===== src/rtl/jk_multimode_reg_if.sv =====
// Bus bundle for jk_multimode_reg: control/data inputs and register outputs.
// When JK_MULTIMODE_REG_EDGE_EN is defined the bundle also carries the
// per-bit rise/fall pulse outputs.
interface jk_multimode_reg_if #(
    parameter int WIDTH = 8,
    parameter int CNT_W = 8
);
    logic             en;
    logic [1:0]       mode;
    logic [WIDTH-1:0] a;
    logic [WIDTH-1:0] b;
    logic             clr_err;
    logic [WIDTH-1:0] q;
    logic [WIDTH-1:0] qb;
    logic             err;
    logic             chg;
    logic [CNT_W-1:0] chg_cnt;
`ifdef JK_MULTIMODE_REG_EDGE_EN
    logic [WIDTH-1:0] rise;
    logic [WIDTH-1:0] fall;

    modport master (
        output en, mode, a, b, clr_err,
        input  q, qb, err, chg, chg_cnt, rise, fall
    );

    modport slave (
        input  en, mode, a, b, clr_err,
        output q, qb, err, chg, chg_cnt, rise, fall
    );
`else
    modport master (
        output en, mode, a, b, clr_err,
        input  q, qb, err, chg, chg_cnt
    );

    modport slave (
        input  en, mode, a, b, clr_err,
        output q, qb, err, chg, chg_cnt
    );
`endif
endinterface


===== src/rtl/jk_multimode_reg.sv =====
// jk_multimode_reg: WIDTH-bit register with run-time JK/SR/D/T behaviour,
// clock enable, sticky illegal-SR error flag and a saturating change counter.
// Optional macro JK_MULTIMODE_REG_EDGE_EN adds registered per-bit rise/fall
// pulse outputs.
module jk_multimode_reg #(
    parameter int               WIDTH     = 8,
    parameter logic [WIDTH-1:0] RESET_VAL = '0,
    parameter int               CNT_W     = 8
) (
    input logic               clk,
    input logic               rst,
    jk_multimode_reg_if.slave bus
);
    localparam logic [1:0] MODE_JK = 2'b00;
    localparam logic [1:0] MODE_SR = 2'b01;
    localparam logic [1:0] MODE_D  = 2'b10;
    localparam logic [1:0] MODE_T  = 2'b11;

    localparam logic [CNT_W-1:0] CNT_MAX = {CNT_W{1'b1}};

    logic [WIDTH-1:0] state_q, state_d;
    logic             err_q, err_d;
    logic             chg_q, chg_d;
    logic [CNT_W-1:0] cnt_q, cnt_d;
    logic [WIDTH-1:0] q_n;
    logic             sr_illegal;

    // Per-bit next-state selection; each bit only looks at its own a/b/q.
    for (genvar gi = 0; gi < WIDTH; gi++) begin : g_bit
        logic bit_n;

        // Next value of bit gi according to the active mode.
        always_comb begin
            bit_n = state_q[gi];
            unique case (bus.mode)
                MODE_JK: begin
                    unique case ({bus.a[gi], bus.b[gi]})
                        2'b00:   bit_n = state_q[gi];
                        2'b01:   bit_n = 1'b0;
                        2'b10:   bit_n = 1'b1;
                        default: bit_n = ~state_q[gi];
                    endcase
                end
                MODE_SR: begin
                    unique case ({bus.a[gi], bus.b[gi]})
                        2'b01:   bit_n = 1'b0;
                        2'b10:   bit_n = 1'b1;
                        // 00 holds, 11 is illegal and also holds
                        default: bit_n = state_q[gi];
                    endcase
                end
                MODE_D:  bit_n = bus.a[gi];
                default: bit_n = bus.a[gi] ? ~state_q[gi] : state_q[gi];
            endcase
        end

        assign q_n[gi] = bit_n;
    end

    assign sr_illegal = (bus.mode == MODE_SR) && ((bus.a & bus.b) != '0);

    // Next-state for register, error flag, change pulse and counter.
    always_comb begin
        state_d = state_q;
        err_d   = err_q;
        chg_d   = 1'b0;
        cnt_d   = cnt_q;
        if (rst) begin
            state_d = RESET_VAL;
            err_d   = 1'b0;
            cnt_d   = '0;
        end else begin
            if (bus.en) begin
                state_d = q_n;
                chg_d   = (q_n != state_q);
            end
            // A new illegal-SR event beats a simultaneous clear.
            if (bus.en && sr_illegal) begin
                err_d = 1'b1;
            end else if (bus.clr_err) begin
                err_d = 1'b0;
            end
            if (chg_d && (cnt_q != CNT_MAX)) begin
                cnt_d = cnt_q + 1'b1;
            end
        end
    end

    // State registers.
    always_ff @(posedge clk) begin
        state_q <= state_d;
        err_q   <= err_d;
        chg_q   <= chg_d;
        cnt_q   <= cnt_d;
    end

    assign bus.q       = state_q;
    assign bus.qb      = ~state_q;
    assign bus.err     = err_q;
    assign bus.chg     = chg_q;
    assign bus.chg_cnt = cnt_q;

`ifdef JK_MULTIMODE_REG_EDGE_EN
    logic [WIDTH-1:0] rise_q, rise_d;
    logic [WIDTH-1:0] fall_q, fall_d;

    // Edge pulses only for enabled updates; reset never produces a pulse.
    always_comb begin
        rise_d = '0;
        fall_d = '0;
        if (!rst && bus.en) begin
            rise_d = q_n & ~state_q;
            fall_d = ~q_n & state_q;
        end
    end

    // Edge pulse registers.
    always_ff @(posedge clk) begin
        rise_q <= rise_d;
        fall_q <= fall_d;
    end

    assign bus.rise = rise_q;
    assign bus.fall = fall_q;
`endif

endmodule


===== src/flat_wrapper.sv =====
// flat-port wrapper written by rule: the top's interface ports become plain ports
module jk_multimode_reg_flat 
#(
    parameter int               WIDTH     = 8,
    parameter logic [WIDTH-1:0] RESET_VAL = '0,
    parameter int               CNT_W     = 8
)
  (clk, rst, bus_en, bus_mode, bus_a, bus_b, bus_clr_err, bus_q, bus_qb, bus_err, bus_chg, bus_chg_cnt);
  jk_multimode_reg_if #(.WIDTH(WIDTH), .CNT_W(CNT_W)) bus_i ();
  input logic clk;
  input logic rst;
  input wire logic [$bits(bus_i.en)-1:0] bus_en;
  input wire logic [$bits(bus_i.mode)-1:0] bus_mode;
  input wire logic [$bits(bus_i.a)-1:0] bus_a;
  input wire logic [$bits(bus_i.b)-1:0] bus_b;
  input wire logic [$bits(bus_i.clr_err)-1:0] bus_clr_err;
  output wire logic [$bits(bus_i.q)-1:0] bus_q;
  output wire logic [$bits(bus_i.qb)-1:0] bus_qb;
  output wire logic [$bits(bus_i.err)-1:0] bus_err;
  output wire logic [$bits(bus_i.chg)-1:0] bus_chg;
  output wire logic [$bits(bus_i.chg_cnt)-1:0] bus_chg_cnt;
  assign bus_i.en = bus_en;
  assign bus_i.mode = bus_mode;
  assign bus_i.a = bus_a;
  assign bus_i.b = bus_b;
  assign bus_i.clr_err = bus_clr_err;
  assign bus_q = bus_i.q;
  assign bus_qb = bus_i.qb;
  assign bus_err = bus_i.err;
  assign bus_chg = bus_i.chg;
  assign bus_chg_cnt = bus_i.chg_cnt;
  jk_multimode_reg #(.WIDTH(WIDTH), .RESET_VAL(RESET_VAL), .CNT_W(CNT_W)) u_core (.clk(clk), .rst(rst), .bus(bus_i));
endmodule

===== config.mk =====
export PLATFORM = sky130hd
export DESIGN_NAME = jk_multimode_reg_flat
export DESIGN_NICKNAME = d
export VERILOG_FILES = /design/src/rtl/jk_multimode_reg_if.sv /design/src/rtl/jk_multimode_reg.sv /design/src/flat_wrapper.sv
export SDC_FILE = /design/constraint.sdc
export NUM_CORES = 1
export LEC_CHECK = 0
export ABC_AREA = 1
export BUFFER_PORTS_ARGS = -buffer_cell sky130_fd_sc_hd__buf_2
export CAP_MARGIN = 10
export CORE_AREA = 2 2 75 77
export DETAILED_ROUTE_END_ITERATION = 6
export DIE_AREA = 0 0 77 79
export SYNTH_ARGS = -nofsm -noshare
export SYNTH_HDL_FRONTEND = slang
export SYNTH_SLANG_ARGS = --single-unit

===== constraint.sdc =====
create_clock -name clk -period 1.7 [get_ports clk]
set_input_delay 0.17 -clock clk [delete_from_list [all_inputs] [get_ports clk]]
set_output_delay 0.17 -clock clk [all_outputs]
set_load 0.03 [all_outputs]

==> summary.md, run 1 <==
| Metric | Value |
|---|---|
| Status | completed |
| Core ar. | 0.005338 mm^2 |
| Post-DP HPWL | 3539 um |
| FF-to-FF End | u_core.bus.chg_cnt[1] |
| First-pass GRT wire length | 7955 um |
| Worst setup path class | register to register |
| Register-to-Register Path Depth | 15 |
| I/O Buffers | 47 |
| Antenna-violating nets left | 0 |
| Routed wire length | 4545 um |
| CTS buffer count | 3 |
| Final hold vios | 0 |
| Leak | 1.427 nW |
| Layout area overhead | 41.77% |
| # diodes | 0 |
| CP required | 1.86 ns |
| DRC viols | 0 |
| Worst Setup EP | u_core.bus.chg_cnt[1] |
| RR Startpoint | u_core.bus.q[5] |
| Fin cells | 462 |
| Remaining Overflow, GRT | 0 |
| # IOs | 48 |
| Vias in the first global route | 1886 |
| Kind of cell adding the most delay to the critical path | simple AND/OR/NAND/NOR gates |
| Data arrival time of the critical path | 1.77 ns |
| Register area | 387.9 um^2 |
| Final setup viols | 0 |
| Post-synthesis sequential area ratio | 20.08% |
| Total negative slack | 0 ns |
| CTS tree | done |
| Util after Layout | 47.66% |
| GRT Overall Usage | 15.48% |
| # nets final | 430 |
| Netlist cell types | 24 |
| Tightest Pin Transition | 0.4632 ns |
| Die width | 77 um |
| Worst setup SP type | register |
| Worst Hold Slack | 0.1282 ns |
| CTS Sinks | 18 |
| Final Cycle Share | 94.60% |
| Max transition margin | 69.12% |
| Hold WC Path Type | input port to register |
| Crit path launch | u_core.bus.q[5] |
| Power density over the cells | 556.1 mW/mm^2 |
| Multi-input logic area | 0.001231 mm^2 |
| Row count | 27 |
| Mapped Avg Cell Area | 5.922 um^2 |
| CP Buf/Inv Count | 2 |
| Tot Pwr | 1.414 mW |
| Syn nets | 342 |
| CTS Root Cell | clkbuf_8 |
| Max cap viols | 0 |
| Crit Path Max Fanout | 7 |
| Die Span Y | 79 um |
| CP max stage delay | 0.39 ns |
| RD Place Congestion | 0.7728 |
| Syn. warnings | 0 |
| Clock skew | 0.003566 ns |
| Final Max Slew Viols | 0 |
| Most used cell, CP | nand2_2 |
| Max frequency | 621.8 MHz |
| Unrepaired setup endpoints after global routing | true |
| Clock network latency to the later pin of the worst-skew pair | 0.26 ns |
| Syn Inst Count | 303 |
| Initial DRC Count | 60 |
| Post-synth design cell area | 0.001794 mm^2 |
| Detailed Routing Iterations Pass 1 | 6 |
| Routed wire per std cell | 9.838 um |
| Fillcell total | 573 |
| DR vias/cell | 4.468 |
| FF+latch count, synth | 18 |
| DIE AREA | 0.006083 mm^2 |
| Commonest cells after routing, fill and taps aside | 98 x nand2_1, 48 x inv_1, 47 x buf_2 |
| Initial antenna violation count | 0 |
| Starting Density | 33.61% |
| Slowest cell on crit path | dfxtp_4 |
| Post-layout min period | 1.608 ns |
| H-tree Lvls | 1 |
| DR vias | 2064 |
| Share of post-route cells with drive strength above 1 | 35.13% |
| Clk slew on worst S/H paths | 0.07 ns |
| Placed cell count | 451 |
| Levels on crit path | 15 |
| Largest net degree at the start of global routing | 28 |
| VDD IR-drop max | 0.0002489 V |
| Most common cell after layout, fill and taps aside | nand2_1 |
| R2r setup slk | 0.09 ns |
| Longest Clk Path Bufs | 2 |
| Cells along the critical path | clkinvlp_4 -> nand2_2 -> nand3_2 -> nand3_2 -> nand2_2 -> nand2_1 -> nand2_1 -> clkinv_1 -> nand2_2 -> nor2_4 -> nand2_4 -> nand3_4 -> nand2_2 -> nand2_1 -> nor2_1 |
| Critical path endpoint category | register |
sequential cells by signal (all words and copies together), names as in the netlist:
signal	flops
u_core.bus.chg_cnt	8
u_core.bus.err	1
u_core.bus.chg	1
u_core.bus.q	8
stage by stage:
stage	area, um^2	setup slack, ns
after floorplan	1841	0.004760
after global placement	2384	-0.06788
after detailed placement	2384	-0.09741
after CTS	2439	0.06647
after global routing	2544	-0.1047
final	2544	0.09173
cell usage after synthesis:
library cell / count / area, um^2
buf_4: 2 / 15.01
nand3_4: 1 / 17.52
nand2_2: 2 / 12.51
inv_1: 55 / 206.5
clkinv_1: 1 / 3.750
nor2_1: 16 / 60.06
clkbuf_1: 2 / 7.510
nand4_1: 3 / 18.77
nor4_1: 2 / 12.51
nand2_1: 105 / 394.1
nand3_1: 31 / 155.2
inv_2: 2 / 7.510
nand3_2: 7 / 70.07
nand2_4: 1 / 11.26
a21oi_1: 9 / 45.04
xor2_1: 1 / 8.760
nor2_2: 3 / 18.77
buf_6: 2 / 22.52
a21oi_2: 1 / 8.760
o21ai_0: 16 / 80.08
nor3_1: 5 / 25.02
nor2_8: 1 / 20.02
ha_1: 17 / 212.7
dfxtp_1: 18 / 360.4
per-layer routing:
layer  part of all wire, %  up-vias  GRT usage [%]
li1                      -     1128              -
met1                    50      885          20.53
met2                    45       47          27.72
met3                   4.2        4          1.136
met4                  0.77        0          3.214
met5                     0        -              0
cell type report:
type | instances | share of cell area [%]
Clock buffer | 4 | 2.164
Inverter | 58 | 9.297
Multi-Input combinational cell | 222 | 48.40
Sequential cell | 18 | 15.25
Tap cell | 72 | 3.542
Timing Repair Buffer | 88 | 21.35
power breakdown:
group / leakage (nW) / total (mW) / internal [mW] / switching (mW)
sequential: 0.153 / 0.478 / 0.445 / 0.0324
clock: 0.0288 / 0.358 / 0.206 / 0.152
combinational: 1.25 / 0.579 / 0.236 / 0.343
worst min path at each step:
| stage | startpoint | end | slack [ns] | cells past startpoint |
|---|---|---|---|---|
| 5_1_grt | rst | u_core.bus.chg_cnt[6] | 0.14 | 2 |
| 4_1_cts | rst | u_core.bus.chg_cnt[6] | 0.13 | 2 |
| 3_5_place_dp | rst | u_core.bus.chg_cnt[6] | 0.40 | 2 |
| 3_3_place_gp | rst | u_core.bus.chg_cnt[6] | 0.41 | 2 |
| 6_report | rst | u_core.bus.chg_cnt[6] | 0.13 | 2 |
| 2_1_floorplan | rst | u_core.bus.chg_cnt[6] | 0.23 | 1 |
cell families after synthesis:
| group | count (synthesis) | share of synthesized area [%] |
|---|---|---|
| flops | 18 | 20.08 |
| simple gates | 177 | 45.47 |
| compound gates | 26 | 7.462 |
| xor+xnor | 1 | 0.4882 |
| buf+inv | 64 | 14.64 |
| fa+ha+maj | 17 | 11.85 |
timing repair:
action	4_1_cts	5_1_grt
setup endpoints to repair	0	8
gates resized for setup	0	17
hold buffers	0	0
setup buffers	0	6
Note: power is estimated with default switching activity, not from simulation.
==> inputs of run 2 (changes only) <==
Settings changed: CORE_AREA 2 2 75 77 to 2 2 73 75, DIE_AREA 0 0 77 79 to 0 0 75 77, REMOVE_ABC_BUFFERS from default to 1.
Clock period 1.7 ns to 1.4 ns, I/O delays scaled along.
==> run 2 against run 1 <==
The run now ends with setup timing left. Routed wire length rose by 23%. Sequential share of layout area fell by 2.3 points. Via count rose by 13%. Highest routed layer unchanged. Combinational power rose by 60%. Flip-flop and latch count did not move. Worst setup slack got worse by 0.34 ns. Hold slack got worse by 0.024 ns. Maximum frequency fell by 2.7%. Clock skew rose by 0.0033 ns. Critical endpoint is now u_core.bus.chg_cnt[2]. Total power rose by 38%.
==> summary.md, run 2 (synthesis results as in run 1) <==
| Metric | Value |
|---|---|
| Status | finished, violations left |
| Failing checks | setup timing |
| Pint | 1.214 mW (+37%) |
| Final setup margin | -0.2530 ns (-0.3447 ns) |
| Most common cell after layout, fill and taps aside | buf_4 |
| Tot Pwr | 1.952 mW (+38%) |
| Clock skew | 0.006826 ns (+0.003259 ns) |
| CTS Sinks | 18 (unchanged) |
| Crit Path Max Fanout | 7 (unchanged) |
| Crit path launch | u_core.bus.q[2] |
| RD Place Congestion | 0.7874 (+1.9%) |
| Hold WC Path Type | input port to register |
| # nets final | 470 (+9.3%) |
| Leak | 1.652 nW (+16%) |
| VDD IR-drop max | 0.0003283 V (+32%) |
| Routed wire per std cell | 11.19 um (+14%) |
| Power density over the cells | 648.7 mW/mm^2 (+17%) |
| Pre-CTS setup slack | -0.3827 ns (-0.2853 ns) |
| Final Max Slew Viols | 0 (unchanged) |
| Die width | 75 um (-2.6%) |
| Antenna-violating nets left | 0 (unchanged) |
| Clock network latency to the later pin of the worst-skew pair | 0.26 ns (about the same) |
| Initial DRC Count | 65 (+8.3%) |
| Row count | 26 (-3.7%) |
| CP required | 1.56 ns (-0.30 ns) |
| Detailed Routing Iterations Pass 1 | 5 (-1) |
| Longest Clk Path Bufs | 2 (unchanged) |
| CTS buffer count | 3 (unchanged) |
| Unrepaired setup endpoints after global routing | true |
| Tightest Pin Transition | 0.4976 ns (+0.03449 ns) |
| Seq pwr share | 29.7% (-4.1 points) |
| Max cap viols | 0 (unchanged) |
| Initial antenna violation count | 0 (unchanged) |
| CTS tree | done |
| GRT Overall Usage | 18.76% (+3.3 points) |
| Net Sw Frac | 37.83% (+0.54 points) |
| Max transition margin | 66.82% (-2.3 points) |
| # diodes | 0 (unchanged) |
| Min-Delay Path Depth | 2 (unchanged) |
| DR vias/cell | 4.652 (+4.1%) |
| Post-layout min period | 1.653 ns (+0.04474 ns) |
| Hold_sp | rst |
| DR vias | 2326 (+13%) |
| Layout area overhead | 67.71% |
| Worst setup path class | register to register |
| Worst Hold Slack | 0.1042 ns (-0.02405 ns) |
| First-pass GRT wire length | 8852 um (+11%) |
| Critical path endpoint category | register |
| Vias in the first global route | 2105 (+12%) |
| Clock share of power | 22.8% (-2.5 points) |
| Commonest cells after routing, fill and taps aside | 79 x buf_4, 70 x nand2_1, 47 x buf_2 |
| Sw power | 738.4 uW (+40%) |
| Routed wire length | 5595 um (+23%) |
| # IOs | 48 (unchanged) |
| Starting Density | 36.05% (+2.4 points) |
| Total negative slack | -2.020 ns (-2.020 ns) |
| DIE AREA | 0.005775 mm^2 (-5.1%) |
| Final Cycle Share | 118.1% (+23 points) |
| Max frequency | 605.0 MHz (-2.7%) |
| H-tree Lvls | 1 (unchanged) |
| Remaining Overflow, GRT | 0 (unchanged) |
| Final hold vios | 0 (unchanged) |
| Largest net degree at the start of global routing | 28 (unchanged) |
| RR Startpoint | u_core.bus.q[2] |
| Post-DP HPWL | 3757 um (+6.2%) |
| DRC viols | 0 (unchanged) |
| Share of post-route cells with drive strength above 1 | 52.79% (+18 points) |
| I/O Buffers | 47 (unchanged) |
| Final setup viols | 11 (+11) |
| Util after Layout | 60.46% (+13 points) |
| Worst setup SP type | register |
| CTS Root Cell | clkbuf_8 |
| Die Span Y | 77 um (-2.5%) |
| Data arrival time of the critical path | 1.81 ns (+0.04 ns) |
| Clk slew on worst S/H paths | 0.08 ns (about the same) |
| Comb power frac | 47.5% (+6.6 points) |
| Register-to-Register Path Depth | 13 (-2) |
| Core ar. | 0.004977 mm^2 (-6.8%) |
## run 2: cell types whose count changed in the layout (fill, tap and decap cells not counted), sizes merged
cell      before  now
buf           88  128
inv           52   58
clkinvlp       5    0
clkinv         1    0
## run 2: critical path, cell delays in order (launching register included)
cell     delay [ns]
dfxtp_4        0.37
buf_4          0.14
nand2_1        0.05
nand2_1        0.06
nand2_2        0.09
nand3_2        0.12
nand2_2        0.10
nand2_2        0.07
nor2_4         0.15
nand2_4        0.10
nand3_4        0.12
nand2_1        0.07
nand2_1        0.06
nor2_1         0.04
## run 2: final cells by class
class                      count  area (um^2)
inverter                      58        235.2
sequential                    18        389.1
tap                           70        87.58
clock buffer                   4        55.05
multi-input combinational    222         1391
fill                         480         1968
timing repair buffer         128        850.8
## run 2: repair_timing
item	CTS	global route
buffers inserted	15	5
hold endpoints to repair	0	0
hold buffers	0	0
gates cloned	1	0
resized for setup	47	50
setup endpoints to repair	9	11
pin swaps	11	27
## run 2: metrics by stage
step / instance area (um^2) / cells
6_report: 3009 / 500
3_3_place_gp: 2530 / 475
4_1_cts: 2809 / 495
2_1_floorplan: 1749 / 297
3_5_place_dp: 2530 / 475
5_1_grt: 3009 / 500
## run 2: final timing paths
kind	to	slack (ns)
setup / recovery	u_core.bus.chg_cnt[2]	-0.25
setup reg to reg	u_core.bus.chg_cnt[2]	-0.25
hold reg to reg	u_core.bus.err	0.46
hold / removal	u_core.bus.chg_cnt[6]	0.10
## run 2: metal layers
layer	GRT usage [%]	wire, um	up-vias
li1	-	-	1199
met1	22.92	2467	1071
met2	33.42	2882	48
met3	2.234	158	8
met4	5.357	86	0
met5	0	0	-
## run 2: power groups by stage
stage	Combinational (mW)	Clock [mW]	Sequential (mW)
6_report	0.927	0.445	0.580
5_1_grt	1.02	0.467	0.585
4_1_cts	0.837	0.448	0.578
3_5_place_dp	0.732	0	0.583
3_3_place_gp	0.720	0	0.583
2_1_floorplan	0.334	0	0.637
